**src/rtl/mdu_sequencer_if.sv**
```systemverilog
// rtl/mdu_sequencer_if.sv - handshake, result and shared-ALU bundle for mdu_sequencer
//
// Purpose: groups every non-clock/reset signal of the multiply/divide sequencer.
// Ports (seen from the slave, i.e. the sequencer):
//   start, op[1:0], rs_val[31:0], rt_val[31:0]   in   operation launch
//   busy, done, hi[31:0], lo[31:0], div_by_zero   out  status and results
//   alu_sel[4:0], alu_a[31:0], alu_b[31:0]        out  shared ALU request
//   alu_y[31:0]                                   in   shared ALU result (same cycle)
// The master side is the pipeline/EX stage, which also owns the shared ALU.

interface mdu_sequencer_if;
    logic        start;
    logic [1:0]  op;
    logic [31:0] rs_val;
    logic [31:0] rt_val;
    logic        busy;
    logic        done;
    logic [31:0] hi;
    logic [31:0] lo;
    logic        div_by_zero;
    logic [4:0]  alu_sel;
    logic [31:0] alu_a;
    logic [31:0] alu_b;
    logic [31:0] alu_y;

    modport master (
        output start, op, rs_val, rt_val, alu_y,
        input  busy, done, hi, lo, div_by_zero, alu_sel, alu_a, alu_b
    );

    modport slave (
        input  start, op, rs_val, rt_val, alu_y,
        output busy, done, hi, lo, div_by_zero, alu_sel, alu_a, alu_b
    );
endinterface

```
**src/rtl/mdu_sequencer.sv**
```systemverilog
// rtl/mdu_sequencer.sv - iterative MULT/MULTU/DIV/DIVU sequencer driving the shared ALU
//
// Purpose: executes one multiply or divide into HI/LO over 35 cycles, using the
// core's shared 32-bit ALU for one ADDU/SUBU per iteration cycle.
// Ports:
//   clk    in   system clock, rising edge
//   reset  in   synchronous, active-high
//   abort  in   cancel an operation in PREP/ITER (only when MDU_ABORT_EN is defined)
//   mdu    slave modport of mdu_sequencer_if (start/op/operands, busy/done/hi/lo/
//          div_by_zero, alu_sel/alu_a/alu_b out, alu_y in)
// Optional feature macro: MDU_ABORT_EN

module mdu_sequencer #(
    parameter int ITER = 32
) (
    input  logic           clk,
    input  logic           reset,
`ifdef MDU_ABORT_EN
    input  logic           abort,
`endif
    mdu_sequencer_if.slave mdu
);

    localparam int         CW       = $clog2(ITER);
    localparam logic [4:0] ALU_NOP  = 5'b00000;
    localparam logic [4:0] ALU_ADDU = 5'b00010;
    localparam logic [4:0] ALU_SUBU = 5'b00100;

    typedef enum logic [2:0] {
        S_IDLE,
        S_PREP,
        S_ITER,
        S_FIXUP,
        S_DONE
    } state_t;

    state_t state_q, state_d;

    // Working registers. Between IDLE and PREP q_q holds raw rs and m_q holds
    // raw rt; PREP turns them into the operands each algorithm wants.
    logic [1:0]    op_q, op_d;
    logic [31:0]   acc_q, acc_d;     // multiply high half / divide remainder
    logic [31:0]   q_q, q_d;         // multiplier shifting out / quotient shifting in
    logic [31:0]   m_q, m_d;         // multiplicand / divisor
    logic [CW-1:0] cnt_q, cnt_d;
    logic          neg_quo_q, neg_quo_d;
    logic          neg_rem_q, neg_rem_d;
    logic [31:0]   hi_q, hi_d;
    logic [31:0]   lo_q, lo_d;
    logic          dbz_q, dbz_d;

    logic [4:0]    alu_sel_c;
    logic [31:0]   alu_a_c;
    logic [31:0]   alu_b_c;

    logic          is_div;
    logic          is_signed;
    logic [31:0]   rs_abs;
    logic [31:0]   rt_abs;
    logic [31:0]   sh;
    logic          top;
    logic          carry;
    logic          borrow;
    logic          qbit;
    logic [63:0]   prod_neg;

    always_ff @(posedge clk) begin
        if (reset) begin
            state_q   <= S_IDLE;
            op_q      <= 2'b00;
            acc_q     <= 32'd0;
            q_q       <= 32'd0;
            m_q       <= 32'd0;
            cnt_q     <= '0;
            neg_quo_q <= 1'b0;
            neg_rem_q <= 1'b0;
            hi_q      <= 32'd0;
            lo_q      <= 32'd0;
            dbz_q     <= 1'b0;
        end else begin
            state_q   <= state_d;
            op_q      <= op_d;
            acc_q     <= acc_d;
            q_q       <= q_d;
            m_q       <= m_d;
            cnt_q     <= cnt_d;
            neg_quo_q <= neg_quo_d;
            neg_rem_q <= neg_rem_d;
            hi_q      <= hi_d;
            lo_q      <= lo_d;
            dbz_q     <= dbz_d;
        end
    end

    always_comb begin
        state_d   = state_q;
        op_d      = op_q;
        acc_d     = acc_q;
        q_d       = q_q;
        m_d       = m_q;
        cnt_d     = cnt_q;
        neg_quo_d = neg_quo_q;
        neg_rem_d = neg_rem_q;
        hi_d      = hi_q;
        lo_d      = lo_q;
        dbz_d     = dbz_q;

        alu_sel_c = ALU_NOP;
        alu_a_c   = 32'd0;
        alu_b_c   = 32'd0;

        is_div    = op_q[1];
        is_signed = op_q[0];
        rs_abs    = (is_signed && q_q[31]) ? (~q_q + 32'd1) : q_q;
        rt_abs    = (is_signed && m_q[31]) ? (~m_q + 32'd1) : m_q;
        sh        = {acc_q[30:0], q_q[31]};
        top       = acc_q[31];
        carry     = 1'b0;
        borrow    = 1'b0;
        qbit      = 1'b0;
        prod_neg  = ~{acc_q, q_q} + 64'd1;

        case (state_q)
            S_IDLE: begin
                if (mdu.start) begin
                    op_d    = mdu.op;
                    q_d     = mdu.rs_val;
                    m_d     = mdu.rt_val;
                    acc_d   = 32'd0;
                    cnt_d   = '0;
                    state_d = S_PREP;
                end
            end

            S_PREP: begin
                neg_quo_d = is_signed & (q_q[31] ^ m_q[31]);
                neg_rem_d = is_signed & q_q[31];
                if (is_div && (m_q == 32'd0)) begin
                    // Raw (not absolute) dividend goes to HI on divide by zero.
                    hi_d    = q_q;
                    lo_d    = 32'hFFFF_FFFF;
                    dbz_d   = 1'b1;
                    state_d = S_DONE;
                end else begin
                    acc_d   = 32'd0;
                    cnt_d   = '0;
                    q_d     = is_div ? rs_abs : rt_abs;
                    m_d     = is_div ? rt_abs : rs_abs;
                    state_d = S_ITER;
                end
            end

            S_ITER: begin
                if (!is_div) begin
                    // Shift-add: the ALU carry-out becomes bit 63 before the shift.
                    alu_sel_c = ALU_ADDU;
                    alu_a_c   = acc_q;
                    alu_b_c   = q_q[0] ? m_q : 32'd0;
                    carry     = (mdu.alu_y < alu_a_c);
                    acc_d     = {carry, mdu.alu_y[31:1]};
                    q_d       = {mdu.alu_y[0], q_q[31:1]};
                end else begin
                    // Restoring divide; a set top bit means the shifted remainder
                    // exceeds 32 bits and so is certainly >= the divisor.
                    alu_sel_c = ALU_SUBU;
                    alu_a_c   = sh;
                    alu_b_c   = m_q;
                    borrow    = (mdu.alu_y > alu_a_c);
                    qbit      = top | ~borrow;
                    acc_d     = qbit ? mdu.alu_y : sh;
                    q_d       = {q_q[30:0], qbit};
                end
                cnt_d = cnt_q + CW'(1);
                if (cnt_q == CW'(ITER - 1)) begin
                    state_d = S_FIXUP;
                end
            end

            S_FIXUP: begin
                if (!is_div) begin
                    {hi_d, lo_d} = neg_quo_q ? prod_neg : {acc_q, q_q};
                end else begin
                    lo_d = neg_quo_q ? (~q_q + 32'd1) : q_q;
                    hi_d = neg_rem_q ? (~acc_q + 32'd1) : acc_q;
                end
                dbz_d   = 1'b0;
                state_d = S_DONE;
            end

            S_DONE: begin
                state_d = S_IDLE;
            end

            default: begin
                state_d = S_IDLE;
            end
        endcase

`ifdef MDU_ABORT_EN
        // Abort discards any result write scheduled for this edge.
        if (abort && ((state_q == S_PREP) || (state_q == S_ITER))) begin
            state_d = S_IDLE;
            hi_d    = hi_q;
            lo_d    = lo_q;
            dbz_d   = dbz_q;
        end
`endif
    end

    assign mdu.busy        = (state_q != S_IDLE);
    assign mdu.done        = (state_q == S_DONE);
    assign mdu.hi          = hi_q;
    assign mdu.lo          = lo_q;
    assign mdu.div_by_zero = dbz_q;
    assign mdu.alu_sel     = alu_sel_c;
    assign mdu.alu_a       = alu_a_c;
    assign mdu.alu_b       = alu_b_c;

endmodule

```
**src/flat_wrapper.sv**
```systemverilog
// flat-port wrapper written by rule: the top's interface ports become plain ports
module mdu_sequencer_flat 
#(
    parameter int ITER = 32
)
  (clk, reset, mdu_start, mdu_op, mdu_rs_val, mdu_rt_val, mdu_alu_y, mdu_busy, mdu_done, mdu_hi, mdu_lo, mdu_div_by_zero, mdu_alu_sel, mdu_alu_a, mdu_alu_b);
  mdu_sequencer_if mdu_i ();
  input  logic clk;
  input  logic reset;
  input wire logic [$bits(mdu_i.start)-1:0] mdu_start;
  input wire logic [$bits(mdu_i.op)-1:0] mdu_op;
  input wire logic [$bits(mdu_i.rs_val)-1:0] mdu_rs_val;
  input wire logic [$bits(mdu_i.rt_val)-1:0] mdu_rt_val;
  input wire logic [$bits(mdu_i.alu_y)-1:0] mdu_alu_y;
  output wire logic [$bits(mdu_i.busy)-1:0] mdu_busy;
  output wire logic [$bits(mdu_i.done)-1:0] mdu_done;
  output wire logic [$bits(mdu_i.hi)-1:0] mdu_hi;
  output wire logic [$bits(mdu_i.lo)-1:0] mdu_lo;
  output wire logic [$bits(mdu_i.div_by_zero)-1:0] mdu_div_by_zero;
  output wire logic [$bits(mdu_i.alu_sel)-1:0] mdu_alu_sel;
  output wire logic [$bits(mdu_i.alu_a)-1:0] mdu_alu_a;
  output wire logic [$bits(mdu_i.alu_b)-1:0] mdu_alu_b;
  assign mdu_i.start = mdu_start;
  assign mdu_i.op = mdu_op;
  assign mdu_i.rs_val = mdu_rs_val;
  assign mdu_i.rt_val = mdu_rt_val;
  assign mdu_i.alu_y = mdu_alu_y;
  assign mdu_busy = mdu_i.busy;
  assign mdu_done = mdu_i.done;
  assign mdu_hi = mdu_i.hi;
  assign mdu_lo = mdu_i.lo;
  assign mdu_div_by_zero = mdu_i.div_by_zero;
  assign mdu_alu_sel = mdu_i.alu_sel;
  assign mdu_alu_a = mdu_i.alu_a;
  assign mdu_alu_b = mdu_i.alu_b;
  mdu_sequencer #(.ITER(ITER)) u_core (.clk(clk), .reset(reset), .mdu(mdu_i));
endmodule
```
**config.mk**
```make
export PLATFORM = sky130hd
export DESIGN_NAME = mdu_sequencer_flat
export DESIGN_NICKNAME = d
export VERILOG_FILES = /design/src/rtl/mdu_sequencer_if.sv /design/src/rtl/mdu_sequencer.sv /design/src/flat_wrapper.sv
export SDC_FILE = /design/constraint.sdc
export NUM_CORES = 1
export LEC_CHECK = 0
export BUFFER_PORTS_ARGS = -buffer_cell sky130_fd_sc_hd__buf_2
export CAP_MARGIN = 0
export CORE_ASPECT_RATIO = 1.1
export CORE_MARGIN = 2
export CORE_UTILIZATION = 42
export CTS_BUF_LIST = sky130_fd_sc_hd__clkbuf_16
export DETAILED_ROUTE_END_ITERATION = 6
export GPL_ROUTABILITY_DRIVEN = 0
export PLACE_DENSITY_LB_ADDON = 0.08
export SETUP_SLACK_MARGIN = 0.4
export SYNTH_ARGS = -nofsm -noshare
export SYNTH_HDL_FRONTEND = slang
export SYNTH_SLANG_ARGS = --single-unit
```
**constraint.sdc**
```tcl
create_clock -name clk -period 3 [get_ports clk]
set_input_delay 0.3 -clock clk [delete_from_list [all_inputs] [get_ports clk]]
set_output_delay 0.3 -clock clk [all_outputs]
set_load 0.02 [all_outputs]
```
==> impl_metrics.yaml <==
clocking:
  clock_latency_ns: 0.46
  cts_tree: "yes"
  cts_buffers: 17
  clock-sinks: 173
  clk_pin_slew_ns: 0.08
  cts.path.max_buffers: 2
  ctsHoldBuffers: 0
  h-tree-depth: 4
  cts-root-buf: "clkbuf_16"
sta:
  tns_ns: 0
  min_period_ns: 2.76
  hold_viol_final: 0
  hold_ws_ns: 0.0688
  period_share_pct: 91.9
  slew_viol_final: 0
  finalSetupViolations: 0
  grt_setup_unrepaired: "true"
  max_freq_mhz: 363
  worstMarginPinSlew_ns: 0.865
  max_slew_margin_pct: 41.8
  finalClockSkew_ns: 0.0164
hold_path:
  min_path_type: "input port to register"
synth:
  synth_top_cell_by_area: "dfxtp_1"
  synthTopCellsByCount: "nand2_1 (262), nor2_1 (196), clkbuf_1 (174)"
  syn_area_per_cell_um2: 7.22
  async_flop_share_pct: 0
  ys_seq_area_share_pct: 24.3
  synthFlopType: "dfxtp_1"
  synth_cell_type_count: 76
  synthTopCellsByArea: "dfxtp_1 (24%), nand2_1 (6.9%), ha_1 (6.0%)"
  synth.most_common_cell: "nand2_1"
  synth-edff-count: 0
  synth_cells: 1974
  synth_top_area_share_pct: 24.3
  synth-warning-count: 0
  syn_area_um2: 14300
  synth_seq_cells: 173
place:
  port_buffers: 233
  hpwlAfterDp_um: 42900
final_layout:
  nets: 2397
  area_growth_pct: 31.7
  n_fill_cell: 3276
  drive_above_1_share_pct: 31.9
  diodes: 0
setup_path:
  crit_top_cell: "buf_12"
  critPathArrivalTime_ns: 3.14
  path_cells: "inv_2 -> ha_4 -> nand4_1 -> or4_4 -> a311oi_4 -> nor2_4 -> buf_12 -> buf_12 -> buf_16 -> mux2_4 -> a31oi_1"
  cp.buffers_inverters: 4
  crit_fanout: 5
  end_kind: "register"
  critPathSlowestCell: "or4_4"
  required_ns: 3.38
  crit_type: "register to register"
  worstSetupStartpointType: "register"
  cpPeakStageDelay_ns: 0.59
  cp_top_family: "simple AND/OR/NAND/NOR gates"
die:
  die_h_um: 197
  die-area_um2: 35400
  initial_core_util_pct: 42.7
  io_pins: 237
  rows: 70
  fp.dieW_um: 180
  fp.coreArea_um2: 33400
routing:
  antenna_left: 0
  finalWirelength_um: 60400
  vias: 16400
  drc: 0
  vias_per_cell: 6.13
  avgRoutedWirePerCell_um: 22.6
  drt-initial-drc-count: 1536
  first_pass_iters: 6
power_and_ir_drop:
  p_leak_nw: 7.49
  ir_drop_v: 0.000479
  power_density_nw_per_um2: 438
global_routing:
  antenna_found_initial: 0
  grt_usage_pct: 31.8
  gr-total-overflow: 0
  grt_pass1_wl_um: 88500
  grt_pass1_vias: 15300
  grt_max_degree: 107
status:
  status: "complete, no violations"
flow_run:
  maxCapViolations: 0
==> final timing paths <==
check,start,endpoint,slack [ns],depth (start not counted)
worst max register to register,u_core.acc_q[26]$_SDFFE_PP0P_,u_core.acc_q[9]$_SDFFE_PP0P_,0.24,11
worst min register to register,u_core.mdu.div_by_zero$_SDFFE_PP0P_,u_core.mdu.div_by_zero$_SDFFE_PP0P_,0.48,2
worst min-delay path,mdu_op[1],u_core.op_q[1]$_SDFFE_PP0P_,0.07,3
worst max-delay path,u_core.acc_q[26]$_SDFFE_PP0P_,u_core.acc_q[9]$_SDFFE_PP0P_,0.24,11
==> sequential cells by signal, indices dropped and copies added (netlist names) <==
name and count:
u_core.acc_q 32, u_core.m_q 32, u_core.mdu.hi 32, u_core.mdu.lo 32, u_core.q_q 32, u_core.cnt_q 5, u_core.state_q 3, u_core.op_q 2
u_core.mdu.div_by_zero 1, u_core.neg_quo_q 1, u_core.neg_rem_q 1
==> per-layer routing <==
metal	track usage [%]	vias to the layer above	share of wire, %
li1	-	7598	-
met1	38.6	7822	39
met2	55.4	773	49
met3	3.76	186	6.3
met4	16.7	0	5.3
met5	0	-	0
==> timing repair <==
| action | 4_1_cts | 5_1_grt |
|---|---|---|
| buffers inserted | 31 | 34 |
| gates cloned | 2 | 5 |
| pin swaps | 29 | 62 |
| resized for setup | 75 | 125 |
| endpoints found under the setup margin | 128 | 159 |
==> power breakdown <==
group          switching, mW  internal (mW)  leakage [nW]
Clock                   1.16           1.19         0.294
Combinational           1.91           1.31          5.77
Sequential             0.184           2.47          1.43
Total                   3.26           4.97          7.49
==> through the flow <==
step	cell area, um2	utilization, %	power [mW]	setup WS [ns]	instances
after detailed placement	16600	49.7	5.37	0.172	2569
final	18800	56.3	8.23	0.243	2673
after CTS	17800	53.4	7.91	0.270	2634
after global routing	18800	56.3	8.58	0.135	2673
after floorplan	14600	-	4.36	0.305	1976
after global placement	16600	49.7	5.35	0.227	2569
==> logic make-up (layout without fill, tap and decap cells) <==
logic type / count (synthesis) / after routing / synth area share [%]
mux: 111 / 111 / 8.22
buf+inv: 269 / 534 / 7.49
fa+ha+maj: 68 / 68 / 5.97
flops: 173 / 173 / 24.3
other cells: 1 / 3 / 0.0263
xor+xnor: 109 / 109 / 6.70
compound gates: 531 / 531 / 24.3
simple gates: 712 / 712 / 23.0
==> tightest hold or removal path, delay by kind of cell <==
kind	cells	cell delay (ns)
compound gates	1	0.05
simple gates	1	0.07
buf+inv	1	0.07
==> final cells by class <==
type / instances / area, um2 / area share [%]
Clock buffer: 17 / 425 / 2.27
Clock inverter: 15 / 178 / 0.947
Inverter: 56 / 223 / 1.19
Multi-Input combinational cell: 1534 / 10700 / 57.1
Sequential cell: 173 / 3510 / 18.7
Tap cell: 432 / 541 / 2.88
Timing Repair Buffer: 446 / 3170 / 16.9
==> placed cells by master, fill, tap and decap left out, types with 22 or more instances in the layout <==
cell type  count
a311oi_1      28
a31oi_1       64
xor2_1        34
buf_2        232
dfxtp_2       23
a211oi_1      44
and2_1        31
clkbuf_16     22
ha_1          49
inv_1         30
mux2i_1       62
nand3_1       29
dfxtp_1      146
mux2_4        30
a21oi_1      116
nand2_1      258
xnor2_1       59
nor2_1       189
nor3_1        71
o21ai_0      109
buf_4        180
Power figures use the tool's default switching activity.
